### config.mk
export PLATFORM = sky130hd
export DESIGN_NAME = bcd_convert_seq
export DESIGN_NICKNAME = d
export VERILOG_FILES = /design/src/rtl/bcd_pkg.sv /design/src/rtl/bcd_digit_adj.sv /design/src/rtl/bcd_convert_seq.sv
export SDC_FILE = /design/constraint.sdc
export NUM_CORES = 1
export LEC_CHECK = 0
export ABC_AREA = 1
export ABC_CLOCK_PERIOD_IN_PS = 2300
export BUFFER_PORTS_ARGS = -buffer_cell sky130_fd_sc_hd__buf_4
export CAP_MARGIN = 25
export CORE_ASPECT_RATIO = 0.75
export CORE_MARGIN = 2
export CORE_UTILIZATION = 60
export DETAILED_ROUTE_END_ITERATION = 8
export GPL_TIMING_DRIVEN = 0
export PLACE_DENSITY = 0.82
export SETUP_SLACK_MARGIN = 0.1
export SYNTH_ARGS = -nofsm -noshare
export SYNTH_HDL_FRONTEND = slang
export SYNTH_HIERARCHICAL = 1
export SYNTH_SLANG_ARGS = --single-unit
### constraint.sdc
create_clock -name clk -period 2.3 [get_ports clk]
set_input_delay 0 -clock clk [delete_from_list [all_inputs] [get_ports clk]]
set_output_delay 0 -clock clk [all_outputs]
set_load 0.02 [all_outputs]
### src/rtl/bcd_pkg.sv
// Shared constants and state encoding for the sequential binary-to-BCD converter.
package bcd_pkg;

    localparam int unsigned BIN_W_DEF    = 16;
    localparam int unsigned DIGITS_DEF   = 5;
    localparam int unsigned DIGIT_THRESH = 5;
    localparam int unsigned DIGIT_CORR   = 3;

    typedef enum logic [1:0] {
        IDLE  = 2'd0,
        SHIFT = 2'd1,
        DONE  = 2'd2
    } state_t;

endpackage

### src/rtl/bcd_digit_adj.sv
// Double-dabble correction cell: adds 3 to a BCD digit of 5..9 before the shift.
module bcd_digit_adj
    import bcd_pkg::*;
(
    input  logic [3:0] din,
    output logic [3:0] dout
);

    // Codes 10..15 cannot occur in a valid working register, so they map to 0.
    always_comb begin
        dout = din;
        if (din > 4'd9) begin
            dout = 4'd0;
        end else if (din >= 4'(DIGIT_THRESH)) begin
            dout = din + 4'(DIGIT_CORR);
        end
    end

endmodule

### src/rtl/bcd_convert_seq.sv
// Sequential shift-and-add-3 binary-to-BCD converter with start/busy/done handshake.
// Define BCD_SIGNED_EN to treat bin as two's complement and report the sign on neg.
module bcd_convert_seq
    import bcd_pkg::*;
#(
    parameter int unsigned BIN_W  = BIN_W_DEF,
    parameter int unsigned DIGITS = DIGITS_DEF
) (
    input  logic                  clk,
    input  logic                  rst,
    input  logic                  start,
    input  logic [BIN_W-1:0]      bin,
    output logic                  busy,
    output logic                  done,
    output logic [4*DIGITS-1:0]   bcd,
    output logic                  neg
);

    localparam int unsigned BCD_W = 4 * DIGITS;
    localparam int unsigned REG_W = BCD_W + BIN_W;
    localparam int unsigned CNT_W = (BIN_W > 1) ? $clog2(BIN_W) : 1;

    state_t             state;
    logic [REG_W-1:0]   work;
    logic [REG_W-1:0]   adj;
    logic [REG_W-1:0]   shifted;
    logic [CNT_W-1:0]   cnt;
    logic [BIN_W-1:0]   operand;
    logic               last;

`ifdef BCD_SIGNED_EN
    logic sign_in;
    logic sign_lat;

    // Magnitude of the two's-complement operand; the most negative value maps onto itself unsigned.
    always_comb begin
        sign_in = bin[BIN_W-1];
        operand = sign_in ? (~bin + BIN_W'(1)) : bin;
    end
`else
    always_comb begin
        operand = bin;
    end
`endif

    // One correction cell per BCD digit sitting above the binary field.
    genvar g;
    generate
        for (g = 0; g < int'(DIGITS); g++) begin : g_adj
            bcd_digit_adj u_adj (
                .din  (work[BIN_W + 4*g +: 4]),
                .dout (adj[BIN_W + 4*g +: 4])
            );
        end
    endgenerate

    always_comb begin
        adj[BIN_W-1:0] = work[BIN_W-1:0];
    end

    always_comb begin
        shifted = adj << 1;
        last    = (cnt == CNT_W'(BIN_W - 1));
    end

    always_ff @(posedge clk) begin
        if (rst) begin
            state <= IDLE;
            busy  <= 1'b0;
            done  <= 1'b0;
            bcd   <= '0;
            neg   <= 1'b0;
            cnt   <= '0;
            work  <= '0;
`ifdef BCD_SIGNED_EN
            sign_lat <= 1'b0;
`endif
        end else begin
            case (state)
                IDLE, DONE: begin
                    done <= 1'b0;
                    if (start) begin
                        work  <= {BCD_W'(0), operand};
                        cnt   <= '0;
                        busy  <= 1'b1;
                        state <= SHIFT;
`ifdef BCD_SIGNED_EN
                        sign_lat <= sign_in;
`endif
                    end else begin
                        busy  <= 1'b0;
                        state <= IDLE;
                    end
                end
                SHIFT: begin
                    work <= shifted;
                    if (last) begin
                        bcd   <= shifted[REG_W-1 -: BCD_W];
                        done  <= 1'b1;
                        busy  <= 1'b0;
                        state <= DONE;
`ifdef BCD_SIGNED_EN
                        neg   <= sign_lat;
`endif
                    end else begin
                        cnt <= cnt + CNT_W'(1);
                    end
                end
                default: begin
                    state <= IDLE;
                    busy  <= 1'b0;
                    done  <= 1'b0;
                end
            endcase
        end
    end

endmodule

==> results.sh <==
export IMPL_fmax_ghz=0.5883
export IMPL_antennaDiodeCount=0
export IMPL_drt_iter0_drc=179
export IMPL_p_per_area_nw_per_um2=564.3
export IMPL_min_path_cells=5
export IMPL_cts_tree="built"
export IMPL_insertion_delay_ps=350
export IMPL_synth_nets=493
export IMPL_p_seq_share_pct=51.8
export IMPL_hpwl_um=5406
export IMPL_h_tree_depth=3
export IMPL_viasPerCell=5.235
export IMPL_power_switching_uw=569.7
export IMPL_worstSetupStartpointType="flip-flop"
export IMPL_finalCritPeriodShare_pct=73.90
export IMPL_final_seq_area_um2=1281
export IMPL_port_buffer_count=39
export IMPL_yosysWarnings=6
export IMPL_switching_share_pct=25.24
export IMPL_cts_resized=0
export IMPL_drv_slew=0
export IMPL_crit_arrival_ps=1990
export IMPL_maxCapViolCount=0
export IMPL_numCtsBuffers=9
export IMPL_die_x_um=91.01
export IMPL_r2r_cells=8
export IMPL_final_antenna_net_count=0
export IMPL_fillers=469
export IMPL_fp_dieH_um=69.26
export IMPL_syn_inst=463
export IMPL_gp_congestion=0.8539
export IMPL_via_count=3120
export IMPL_first_global_vias=2970
export IMPL_global_route_usage_met1_pct=34.50
export IMPL_finalHoldViolCount=0
export IMPL_grt_pass1_wl_um=13340
export IMPL_cts_clk_slew_worst_paths_ps=60
export IMPL_status="complete, no violations"
export IMPL_worstSetupPathType="flip-flop to flip-flop"
export IMPL_worstPathMaxFanout=10
export IMPL_fin_setup_tns_ps=0
export IMPL_antenna_found_initial=0
export IMPL_min_period_ps=1700
export IMPL_min_path_type="input port to flip-flop"
export IMPL_drive_above_1_share_pct=27.26
export IMPL_p_comb_share_pct=10.5
export IMPL_syn_area_um2=3407
export IMPL_gr_total_overflow=0
export IMPL_setup_violations=0
export IMPL_min_from="bin[10]"
export IMPL_syn_to_final_growth_pct=17.41
export IMPL_p_leak_nw=1.814
export IMPL_p_clk_share_pct=37.6
export IMPL_multi_input_area_um2=1713
export IMPL_drc=0
export IMPL_coreArea_um2=5410
export IMPL_crit_path_start="state[0]$_SDFFE_PP0P_"
export IMPL_root_buffer="clkbuf_8"
export IMPL_cp_data_required_time_ps=2590
export IMPL_power_total_mw=2.257
export IMPL_use_met3_pct=6.957
export IMPL_cts_buffer_depth=2
export IMPL_track_usage_pct=25.81
export IMPL_internal_power_mw=1.688
export IMPL_nets=547
export IMPL_grt_max_degree=11
export IMPL_die_area_um2=6303
export IMPL_wl_per_cell_um=12.74
export IMPL_fin_skew_ps=4.819
export IMPL_cts_sink_count=64
export IMPL_firstDrtPassIters=5
export IMPL_rows=23
export IMPL_ios=42
export IMPL_synth_avg_cell_area_um2=7.359
export IMPL_wl_um=7592
export IMPL_endpoint_kind="flip-flop"
export IMPL_rsz0062_at_grt="false"
export IMPL_grt_busiest_layer="met2"
export IMPL_start_util_pct=62.97
export IMPL_ir_drop_mv=0.4555
export IMPL_met2_usage_pct=41.23
export IMPL_r2r_start="state[0]$_SDFFE_PP0P_"
export IMPL_cts_setup_buffers=0
registers in the layout, indices dropped and copies added (netlist names):
name / count
bcd: 20
busy: 1
cnt: 4
done: 1
state: 2
work: 36
cell usage in the layout (no fill, tap or decap), types with 6 or more instances in the layout:
cell	n
clkbuf_8	11
nand2_2	23
nand3_1	35
inv_1	55
dfxtp_1	64
o21ai_2	9
nand2_1	76
o21ai_0	47
buf_4	47
ha_1	11
a21oi_2	10
buf_2	8
a21oi_1	26
nand3_2	6
o21ai_1	14
inv_2	9
nor2_1	32
buf_6	6
critical path, cell delays in order, from the launching register on:
cell and delay (ps):
dfxtp_1 390, inv_2 90, nand2_4 110, nand2_4 80, clkinv_2 80, buf_6 170
nand2_2 70, a21oi_2 110, dlygate4sd3_1 550
cell type report:
cell class,instances,share of cell area [%]
multi-input combinational,312,42.82
sequential,64,32.03
timing repair buffer,43,8.320
inverter,65,6.131
buffer,22,4.191
clock buffer,15,4.160
tap,75,2.346
final timing paths:
kind	slack (ps)	to
max	600	work[0]$_SDFFE_PP0P_
min	20	work[10]$_SDFFE_PP0P_
max reg2reg	600	work[0]$_SDFFE_PP0P_
min reg2reg	460	done$_SDFFE_PP0P_
power by group through the flow:
stage / clock, mW / sequential, mW / combinational, mW
2_1_floorplan: 0 / 1.19 / 0.162
3_5_place_dp: 0 / 1.19 / 0.231
5_1_grt: 0.908 / 1.17 / 0.267
4_1_cts: 0.863 / 1.17 / 0.237
3_3_place_gp: 0 / 1.19 / 0.224
6_report: 0.850 / 1.17 / 0.238
what timing repair did:
item,4_1_cts,5_1_grt
hold buffers,4,0
endpoints found under the hold margin,7,0
setup endpoints to repair,0,0
metrics by stage:
stage               util, %  hold WS (ps)  worst slack [ps]  area (um^2)  std cells
finish                73.94         15.44             600.3         4000        596
global route          73.94         38.83             502.2         4000        596
CTS                   73.94         5.136             627.7         4000        596
detailed placement    70.12         282.5             802.3         3794        577
global placement      70.12         290.4             846.5         3794        577
floorplan                 -         176.5              1014         3407        463
layer usage:
metal  part of all wire [%]  wire [um]
met1                     48       3619
met2                     45       3450
met3                    5.6        426
met4                    1.3         95
met5                      0          0
(Power assumes the default switching activity.)
